File: config.mk
export PLATFORM = sky130hd
export DESIGN_NAME = trace_buffer_drain
export DESIGN_NICKNAME = d
export VERILOG_FILES = /design/src/rtl/trace_buffer_drain_pkg.sv /design/src/rtl/trace_buffer_drain_fifo.sv /design/src/rtl/trace_buffer_drain.sv
export SDC_FILE = /design/constraint.sdc
export NUM_CORES = 1
export LEC_CHECK = 0
export CAP_MARGIN = 20
export CORE_MARGIN = 1
export CORE_UTILIZATION = 40
export CTS_CLUSTER_SIZE = 24
export DETAILED_ROUTE_END_ITERATION = 10
export GPL_ROUTABILITY_DRIVEN = 0
export PLACE_DENSITY = 0.67
export SLEW_MARGIN = 15
export SYNTH_ARGS = -nofsm -noshare
export SYNTH_HDL_FRONTEND = slang
export SYNTH_SLANG_ARGS = --single-unit
File: constraint.sdc
create_clock -name clk_i -period 15.3 [get_ports clk_i]
set_input_delay 3.06 -clock clk_i [delete_from_list [all_inputs] [get_ports clk_i]]
set_output_delay 3.06 -clock clk_i [all_outputs]
set_load 0.02 [all_outputs]
File: src/rtl/trace_buffer_drain_pkg.sv
// -----------------------------------------------------------------------------
// trace_buffer_drain_pkg
// Shared definitions for the trace buffer drain block: default widths and
// depth, the FSM state encoding, and the next-state function used by the top.
// -----------------------------------------------------------------------------
package trace_buffer_drain_pkg;

    localparam int TB_ADDR_WIDTH      = 32;
    localparam int TB_DATA_WIDTH      = 32;
    localparam int TRACE_BUFFER_SIZE  = 16;
    localparam int TB_TS_WIDTH        = 32;
    localparam int TB_DROP_CNT_WIDTH  = 16;

    // State encoding is fixed because state_o exposes it for debug.
    typedef logic [1:0] tb_state_t;

    localparam tb_state_t TB_IDLE    = 2'd0;
    localparam tb_state_t TB_CAPTURE = 2'd1;
    localparam tb_state_t TB_DRAIN   = 2'd2;

    // A flush while draining has nothing left to drain, so it returns to IDLE.
    // The unused encoding recovers to IDLE.
    function automatic tb_state_t tb_next_state(input tb_state_t cur,
                                                input logic      enable,
                                                input logic      empty,
                                                input logic      flush);
        tb_state_t nxt;
        nxt = cur;
        case (cur)
            TB_IDLE: begin
                if (enable) nxt = TB_CAPTURE;
            end
            TB_CAPTURE: begin
                if (!enable) nxt = TB_DRAIN;
            end
            TB_DRAIN: begin
                if (flush)       nxt = TB_IDLE;
                else if (enable) nxt = TB_CAPTURE;
                else if (empty)  nxt = TB_IDLE;
            end
            default: nxt = TB_IDLE;
        endcase
        return nxt;
    endfunction

endpackage

File: src/rtl/trace_buffer_drain_fifo.sv
// -----------------------------------------------------------------------------
// trace_buffer_drain_fifo
// Generic synchronous first-word-fall-through FIFO. The head entry is visible
// on rdata_o whenever the FIFO is non-empty; reads as zero when empty.
//
// Ports:
//   clk_i, rst_ni   clock, asynchronous active-low reset
//   push_i          write wdata_i (accepted if not full, or full with a pop)
//   pop_i           advance head (ignored when empty)
//   flush_i         drop all contents; overrides push and pop
//   wdata_i         write data
//   rdata_o         head data
//   count_o         occupancy, 0..DEPTH
//   full_o, empty_o derived from occupancy
// -----------------------------------------------------------------------------
module trace_buffer_drain_fifo #(
    parameter int WIDTH = 32,
    parameter int DEPTH = 16
) (
    input  logic                     clk_i,
    input  logic                     rst_ni,
    input  logic                     push_i,
    input  logic                     pop_i,
    input  logic                     flush_i,
    input  logic [WIDTH-1:0]         wdata_i,
    output logic [WIDTH-1:0]         rdata_o,
    output logic [$clog2(DEPTH):0]   count_o,
    output logic                     full_o,
    output logic                     empty_o
);

    localparam int PW = $clog2(DEPTH);
    localparam int CW = PW + 1;

    logic [WIDTH-1:0] mem_q [DEPTH];

    logic [PW-1:0] wr_ptr_q, wr_ptr_d;
    logic [PW-1:0] rd_ptr_q, rd_ptr_d;
    logic [CW-1:0] count_q,  count_d;

    logic do_push;
    logic do_pop;
    logic wr_en;

    assign full_o  = (count_q == CW'(DEPTH));
    assign empty_o = (count_q == '0);
    assign count_o = count_q;
    assign rdata_o = empty_o ? '0 : mem_q[rd_ptr_q];

    // NOTE: every signal gets its default at the top of always_comb so that no
    // path leaves it unassigned; otherwise synthesis infers a latch.
    always_comb begin
        do_pop   = pop_i && !empty_o;
        do_push  = push_i && (!full_o || do_pop);
        wr_en    = do_push && !flush_i;
        wr_ptr_d = wr_ptr_q;
        rd_ptr_d = rd_ptr_q;
        count_d  = count_q;
        if (flush_i) begin
            wr_ptr_d = '0;
            rd_ptr_d = '0;
            count_d  = '0;
        end else begin
            // Pointers are log2(DEPTH) wide and wrap on their own.
            if (do_push) wr_ptr_d = wr_ptr_q + PW'(1);
            if (do_pop)  rd_ptr_d = rd_ptr_q + PW'(1);
            count_d = count_q + CW'(do_push) - CW'(do_pop);
        end
    end

    // NOTE: state flops use non-blocking assignments so every flop samples
    // values from before the edge, regardless of statement order.
    always_ff @(posedge clk_i or negedge rst_ni) begin
        if (!rst_ni) begin
            wr_ptr_q <= '0;
            rd_ptr_q <= '0;
            count_q  <= '0;
        end else begin
            wr_ptr_q <= wr_ptr_d;
            rd_ptr_q <= rd_ptr_d;
            count_q  <= count_d;
        end
    end

    // NOTE: the storage array has no reset; an entry is never read before it
    // is written because rdata_o is masked while empty, and leaving it
    // unreset lets it map onto plain RAM.
    always_ff @(posedge clk_i) begin
        if (wr_en) mem_q[wr_ptr_q] <= wdata_i;
    end

endmodule

File: src/rtl/trace_buffer_drain.sv
// -----------------------------------------------------------------------------
// trace_buffer_drain
// Captures trace_unit fetch records (address, instruction) with a free-running
// timestamp into a FIFO and streams them out on a valid/ready interface. The
// fetch side is never stalled: a record arriving when the FIFO is full (and
// not being popped that cycle) is dropped and counted.
//
// Ports:
//   clk_i, rst_ni            clock, asynchronous active-low reset
//   enable_i                 capture enable (level)
//   flush_i                  empty the FIFO (pulse)
//   clear_stats_i            clear drop counter and overflow flag (pulse)
//   trace_valid_i/addr/instr incoming record strobe and payload
//   out_valid_o/ready_i      head record handshake
//   out_addr/instr/ts_o      head record payload
//   count_o, full_o, empty_o occupancy
//   overflow_o, drop_cnt_o   sticky drop flag, saturating drop count
//   state_o                  FSM state (debug)
// -----------------------------------------------------------------------------
module trace_buffer_drain
    import trace_buffer_drain_pkg::*;
#(
    parameter int ADDR_WIDTH     = TB_ADDR_WIDTH,
    parameter int DATA_WIDTH     = TB_DATA_WIDTH,
    parameter int DEPTH          = TRACE_BUFFER_SIZE,
    parameter int TS_WIDTH       = TB_TS_WIDTH,
    parameter int DROP_CNT_WIDTH = TB_DROP_CNT_WIDTH
) (
    input  logic                      clk_i,
    input  logic                      rst_ni,
    input  logic                      enable_i,
    input  logic                      flush_i,
    input  logic                      clear_stats_i,
    input  logic                      trace_valid_i,
    input  logic [ADDR_WIDTH-1:0]     trace_addr_i,
    input  logic [DATA_WIDTH-1:0]     trace_instr_i,
    output logic                      out_valid_o,
    input  logic                      out_ready_i,
    output logic [ADDR_WIDTH-1:0]     out_addr_o,
    output logic [DATA_WIDTH-1:0]     out_instr_o,
    output logic [TS_WIDTH-1:0]       out_ts_o,
    output logic [$clog2(DEPTH):0]    count_o,
    output logic                      full_o,
    output logic                      empty_o,
    output logic                      overflow_o,
    output logic [DROP_CNT_WIDTH-1:0] drop_cnt_o,
    output logic [1:0]                state_o
);

    localparam int RW = ADDR_WIDTH + DATA_WIDTH + TS_WIDTH;

    tb_state_t                 state_q,    state_d;
    logic [TS_WIDTH-1:0]       ts_q,       ts_d;
    logic [DROP_CNT_WIDTH-1:0] drop_cnt_q, drop_cnt_d;
    logic                      overflow_q, overflow_d;

    logic          push_req;
    logic          pop;
    logic          drop;
    logic [RW-1:0] head_rec;
    logic [RW-1:0] in_rec;

    // Record layout in the FIFO: {addr, instr, ts}.
    assign in_rec = {trace_addr_i, trace_instr_i, ts_q};

    trace_buffer_drain_fifo #(
        .WIDTH (RW),
        .DEPTH (DEPTH)
    ) u_fifo (
        .clk_i   (clk_i),
        .rst_ni  (rst_ni),
        .push_i  (push_req),
        .pop_i   (out_ready_i),
        .flush_i (flush_i),
        .wdata_i (in_rec),
        .rdata_o (head_rec),
        .count_o (count_o),
        .full_o  (full_o),
        .empty_o (empty_o)
    );

    assign out_valid_o = !empty_o;
    assign {out_addr_o, out_instr_o, out_ts_o} = head_rec;
    assign overflow_o  = overflow_q;
    assign drop_cnt_o  = drop_cnt_q;
    assign state_o     = state_q;

    always_comb begin
        // Capture decision uses the registered state, so the cycle in which
        // enable_i changes does not itself capture.
        push_req = trace_valid_i && (state_q == TB_CAPTURE);
        pop      = out_valid_o && out_ready_i;
        // A flushed push is discarded, not dropped; a pop on a full FIFO
        // frees the slot the push lands in.
        drop     = push_req && full_o && !pop && !flush_i;

        ts_d     = ts_q + TS_WIDTH'(1);
        state_d  = tb_next_state(state_q, enable_i, empty_o, flush_i);

        drop_cnt_d = drop_cnt_q;
        overflow_d = overflow_q;
        if (clear_stats_i) begin
            // A drop in the clearing cycle survives the clear.
            drop_cnt_d = drop ? DROP_CNT_WIDTH'(1) : '0;
            overflow_d = drop;
        end else if (drop) begin
            if (drop_cnt_q != '1) drop_cnt_d = drop_cnt_q + DROP_CNT_WIDTH'(1);
            overflow_d = 1'b1;
        end
    end

    always_ff @(posedge clk_i or negedge rst_ni) begin
        if (!rst_ni) begin
            state_q    <= TB_IDLE;
            ts_q       <= '0;
            drop_cnt_q <= '0;
            overflow_q <= 1'b0;
        end else begin
            state_q    <= state_d;
            ts_q       <= ts_d;
            drop_cnt_q <= drop_cnt_d;
            overflow_q <= overflow_d;
        end
    end

endmodule

# Word-level counts from Yosys, hierarchy flattened
# Memories as Yosys holds them, arrays and structs flattened.
# Index checks and enable logic that the tools add are counted.
# Widths: inputs -> output; s select.
totals:
  input_bits: 71
  register_bits: 64
  n_memories: 1
  mem_bits_rw: 1536
mem_list:
  columns: ["memory", "depth", "word_bits", "rd", "rd_ports_with_merged_regs", "wr", "line_no", "source"]
  rows:
  - ["u_fifo.mem_q", 16, 96, 1, 0, 1, "trace_buffer_drain_fifo.sv:35", "logic [WIDTH-1:0] mem_q [DEPTH];"]
op_classes:
  reduce_logical: 20
  mux: 20
  eq_ne: 7
  addsub: 6
op_table:
  columns: ["op", "count"]
  rows:
  - ["$mux 96", 1]
  - ["$mux 16", 3]
  - ["$add 32x1->32 const B", 1]
  - ["$add 16x1->16 const B", 1]
  - ["$mux 4", 4]
  - ["$ne 16x16->1 const B", 1]
  - ["$mux 2", 5]
  - ["$add 4x1->4 const B", 2]
  - ["$reduce_bool 2->1", 4]
  - ["$logic_and 1x1->1", 7]
  - ["$pmux 2 s3", 1]
  - ["$add 5x1->5", 1]
  - ["$eq 5x5->1 const B", 1]
  - ["$logic_not 5->1", 1]
  - ["$mux 1", 5]
  - ["$mux 5", 1]
  - ["$sub 5x1->5", 1]
  - ["$logic_not 1->1", 4]
  - ["$ne 2x2->1 const B", 2]
  - ["$ne 4x3->1 const B", 1]
  - ["$reduce_and 3->1", 1]
  - ["$eq 2x1->1 const B", 1]
  - ["$eq 2x2->1 const B", 1]
  - ["$logic_not 2->1", 1]
  - ["other kinds (2)", 2]

# Logic depth before layout (Yosys ltp)
logic_depth:
  ltp_word: 8
  mapped_depth: 16
  depth_no_buf: 14

# Modules after synthesis
# A second synthesis with hierarchy kept.
hier_totals:
  cells_unflattened: 2583
  hier_area_um2: 60591.9
modules_own_cells:
  columns: ["module", "cells_each", "instances", "area_each_um2"]
  rows:
  - ["trace_buffer_drain_fifo", 2354, 1, 58188.3]
  - ["trace_buffer_drain", 229, 1, 2403.6]

# Worst setup path before layout
# Ideal clock, no wire load.
synth_path:
  path_kind: "input to register"
  from: "input port trace_valid_i"
  to: "memory u_fifo.mem_q[0][0] in the netlist's numbering (enable)"
  path_stages: 4
  setup_time_ns: 0.669
  t_arrival_ns: 10.274
  n_path_buf: 0
  path_slack_ns: 4.357
  path_cell_list: "nand3b_1 a211oi_1 nand2_1 nor3_1"
synth_via:
  elab_chain_cells: 5
synth_rtl:
  columns: ["item", "line_no", "source"]
  rows:
  - ["from (decl)", "trace_buffer_drain.sv:34", "input logic trace_valid_i,"]
  - ["$logic_and 1x1->1", "trace_buffer_drain.sv:91", "push_req = trace_valid_i && (state_q == TB_CAPTURE);"]
  - ["$logic_and 1x1->1", "trace_buffer_drain_fifo.sv:54", "do_push = push_i && (!full_o || do_pop);"]
  - ["$logic_and 1x1->1", "trace_buffer_drain_fifo.sv:55", "wr_en = do_push && !flush_i;"]
  - ["$mux 1", "trace_buffer_drain_fifo.sv:89", "if (wr_en) mem_q[wr_ptr_q] <= wdata_i;"]
  - ["$mux 1 (implied by the code)", "trace_buffer_drain_fifo.sv:89", null]
  - ["to (decl)", "trace_buffer_drain_fifo.sv:35", null]
# Every way passes these cells.

# Final worst setup path
layout_path:
  from: "register u_fifo.rd_ptr_q[0]"
  to: "output port out_instr_o[6]"
layout_via:
  elab_chain_cells: 2
layout_rtl:
  columns: ["item", "line_no", "source"]
  rows:
  - ["from (decl)", "trace_buffer_drain_fifo.sv:38", "logic [PW-1:0] rd_ptr_q, rd_ptr_d;"]
  - ["from (signal assigned)", "trace_buffer_drain_fifo.sv:80", "rd_ptr_q <= rd_ptr_d;"]
  - ["$mem_v2 16x96", null, null]
  - ["$mux 96", "trace_buffer_drain_fifo.sv:48", "assign rdata_o = empty_o ? '0 : mem_q[rd_ptr_q];"]
  - ["to (decl)", "trace_buffer_drain.sv:40", "output logic [DATA_WIDTH-1:0] out_instr_o,"]
# Every way passes these cells.

==> impl_metrics.py <==
metrics = {
    "run_status": {
        "status": "complete, no violations",
    },
    "final_layout": {
        "syn_to_final_growth_pct": 16.0,
        "final_net_count": 3022,
        "drive_gt1_share_pct": 22.6,
    },
    "floorplanning": {
        "die_w_um": 393,
        "row_count": 143,
        "num_io_pins": 194,
        "core_area_mm2": 0.152,
        "initial_utilization_pct": 40.3,
        "dieArea_mm2": 0.154,
        "die_h_um": 393,
    },
    "cts": {
        "cts_tree": "done",
        "clk_pin_slew_worst_paths_ns": 0.05,
        "htreeDepth": 4,
        "cts_root_buf": "clkbuf_16",
        "postCtsSetupBuffers": 0,
        "cts_sinks": 1600,
        "ctsHoldBuffers": 0,
        "cts_resized": 0,
        "cts_buffer_depth": 3,
        "clk_latency_ns": 0.80,
        "cts_made_buffers": 165,
    },
    "global_route": {
        "overflow": 0,
        "grt_max_degree": 161,
        "antenna_found_initial": 10,
        "grtUsageTotal_pct": 18.0,
        "grt_pass1_wl_um": 200000,
        "grt_pass1_vias": 29200,
    },
    "sta": {
        "max_slew.worst_pin.slew_ns": 1.11,
        "hold_violations": 0,
        "rsz0062_at_grt": "no",
        "finClkSkew_ns": 0.0325,
        "post-route-min-period_ns": 8.09,
        "tns_ns": 0,
        "min_period_over_period_pct": 52.9,
        "drv_slew": 0,
        "hold_ws_ns": 0.524,
        "fmax_mhz": 124,
        "setup_violations": 0,
        "slew_headroom_pct": 26.1,
    },
    "place": {
        "post-dp-hpwl_um": 67400,
        "numPortBuffers": 193,
    },
    "setup_path": {
        "cp.arrival_ns": 5.03,
        "cp.required_ns": 12.24,
        "worst_setup_path_end_kind": "output port",
        "worstSetupPathType": "reg -> out",
        "path_cells": "buf_12, buf_12, mux4_2, mux2i_1, o22ai_1, clkdlybuf4s50_1",
        "cp_slowest_stage_delay_ns": 0.84,
        "cpMostUsedCell": "buf_12",
        "worstSetupStartpointType": "flip-flop",
        "path_buf_inv": 3,
        "cp_max_fo": 123,
        "crit_family": "buffers and inverters",
        "critPathSlowestCell": "buf_12",
    },
    "route": {
        "vias_per_cell": 5.46,
        "postRouteAntennaNets": 0,
        "drt-total-wl_um": 138000,
        "first_iter_violations": 2407,
        "firstDrtPassIters": 5,
        "detail_route.wl_per_cell_um": 27.0,
        "drc": 0,
        "vias": 27900,
    },
    "flow_run": {
        "cap_violations": 0,
    },
    "synthesis": {
        "ys_top_cells_by_area": "edfxtp_1 (75%), mux4_2 (14%), mux2i_1 (3.2%), dfrtp_1 (2.6%), o22ai_1 (0.99%)",
        "synth_edf_count": 1536,
        "syn_area_per_cell_um2": 23.0,
        "syn-num-nets": 2747,
        "seq_area_frac_synth_pct": 78.0,
        "synth_top_area_share_pct": 75.4,
        "syn_area_mm2": 0.0612,
        "yosysWarnings": 0,
        "synthCells": 2662,
        "async_flop_share_pct": 4.00,
        "synth.distinct_cells": 44,
        "synth-main-ff-cell": "edfxtp_1",
        "ys_ff_latch": 1600,
        "yosysTopAreaCell": "edfxtp_1",
    },
    "pwr": {
        "power.leakage_uw": 0.0222,
        "vdd_drop_max_v": 0.000116,
        "power_density_mw_per_mm2": 155,
    },
    "min_path": {
        "min-delay-path-class": "reg -> reg",
    },
}
-- metal layers --
metal  wire, µm  global-route usage, %
met5         66                      0
met4       2320                   4.51
met3       8170                   3.52
met2      67700                   29.1
met1      59800                   25.1
-- stage by stage --
step / power [µW] / worst slack (ns) / instance area (µm²) / utilization (%) / instances
2_1_floorplan: 6390 / 4.36 / 61200 / - / 2662
4_1_cts: 11100 / 7.00 / 70900 / 46.7 / 5105
5_1_grt: 11400 / 6.86 / 70900 / 46.7 / 5106
3_5_place_dp: 7270 / 7.21 / 65700 / 43.2 / 4800
3_3_place_gp: 7260 / 6.73 / 65700 / 43.2 / 4799
6_report: 11000 / 7.21 / 70900 / 46.7 / 5108
-- cell usage in the layout (no fill, tap or decap), types with 26 or more instances in the layout --
cell             netlist  routed
buf_4                  1      47
edfxtp_1            1536    1536
clkinv_2               0      26
nor2_1                40      28
nand2_1               27      26
mux2i_1              194     194
xnor2_1               32      32
clkbuf_16              0     166
clkbuf_1              63      40
mux4_2               384     384
o22ai_1               97      97
clkinv_1               0      38
dfrtp_1               64      61
clkdlybuf4s50_1        0     192
-- worst min-delay path, stage by stage, from the launching register on --
cell and delay (ns):
dfrtp_1 0.37, inv_1 0.05, o21ai_0 0.06
-- cells in the mapped netlist, types with 2 or more instances --
cell and n:
edfxtp_1 1536, mux4_2 384, mux2i_1 194, o22ai_1 97, dfrtp_1 64, clkbuf_1 63
buf_2 55, nor2_1 40, xnor2_1 32, nand2_1 27, buf_1 19, xor2_1 19
inv_1 17, nand3_1 16, ha_1 13, nand4_1 11, a21oi_1 10, and3_1 7
and4_1 6, nor3_1 6, o21ai_0 6, nand2b_1 5, or3_1 5, and2_1 4
nor2b_1 4, a211oi_1 3, o2111ai_1 2
-- cells by family after synthesis --
kind of cell	after synthesis	share of synthesized area (%)
buffers and inverters	156	1.09
and+or+nand+nor	141	1.26
adders and majority gates	14	0.299
AOI/OAI and AO/OA	122	1.27
muxes	578	17.3
DFF	1600	78.0
xor gates and xnor gates	51	0.730
-- cell type report --
class | instances | area (µm²)
fillers | 12300 | 81000
flip-flops and latches | 1600 | 47700
multi-input cells | 906 | 12900
clock buffers | 214 | 4410
well taps | 2030 | 2540
repair buffers | 247 | 2440
clock inverters | 91 | 817
inverters | 17 | 63.8
diodes | 3 | 7.51
-- worst paths after layout --
kind	to	slack, ns	depth (start not counted)	from
min reg2reg	overflow_o	0.52	2	overflow_o
max	out_instr_o[6]	7.21	6	u_fifo.rd_ptr_q[0]
max in group asynchronous	u_fifo.rd_ptr_q[1]	12.03	2	rst_ni
max reg2reg	u_fifo.mem_q[7][61]	10.69	9	u_fifo.count_o[2]
min in group asynchronous	drop_cnt_o[6]	2.12	1	rst_ni
min	overflow_o	0.52	2	overflow_o
-- report_power, final --
part	internal, µW	switching [µW]	total [µW]
Sequential	4800	40.1	4840
Clock	2160	1690	3850
Combinational	1050	1220	2280
-- state kept, by name (all words and copies together) (netlist names) --
| register | flops |
|---|---|
| u_fifo.rd_ptr_q | 4 |
| u_fifo.wr_ptr_q | 4 |
| drop_cnt_o | 16 |
| u_fifo.count_o | 5 |
| state_o | 2 |
| overflow_o | 1 |
| u_fifo.mem_q | 1536 |
| ts_q | 32 |
(Power assumes the default switching activity.)
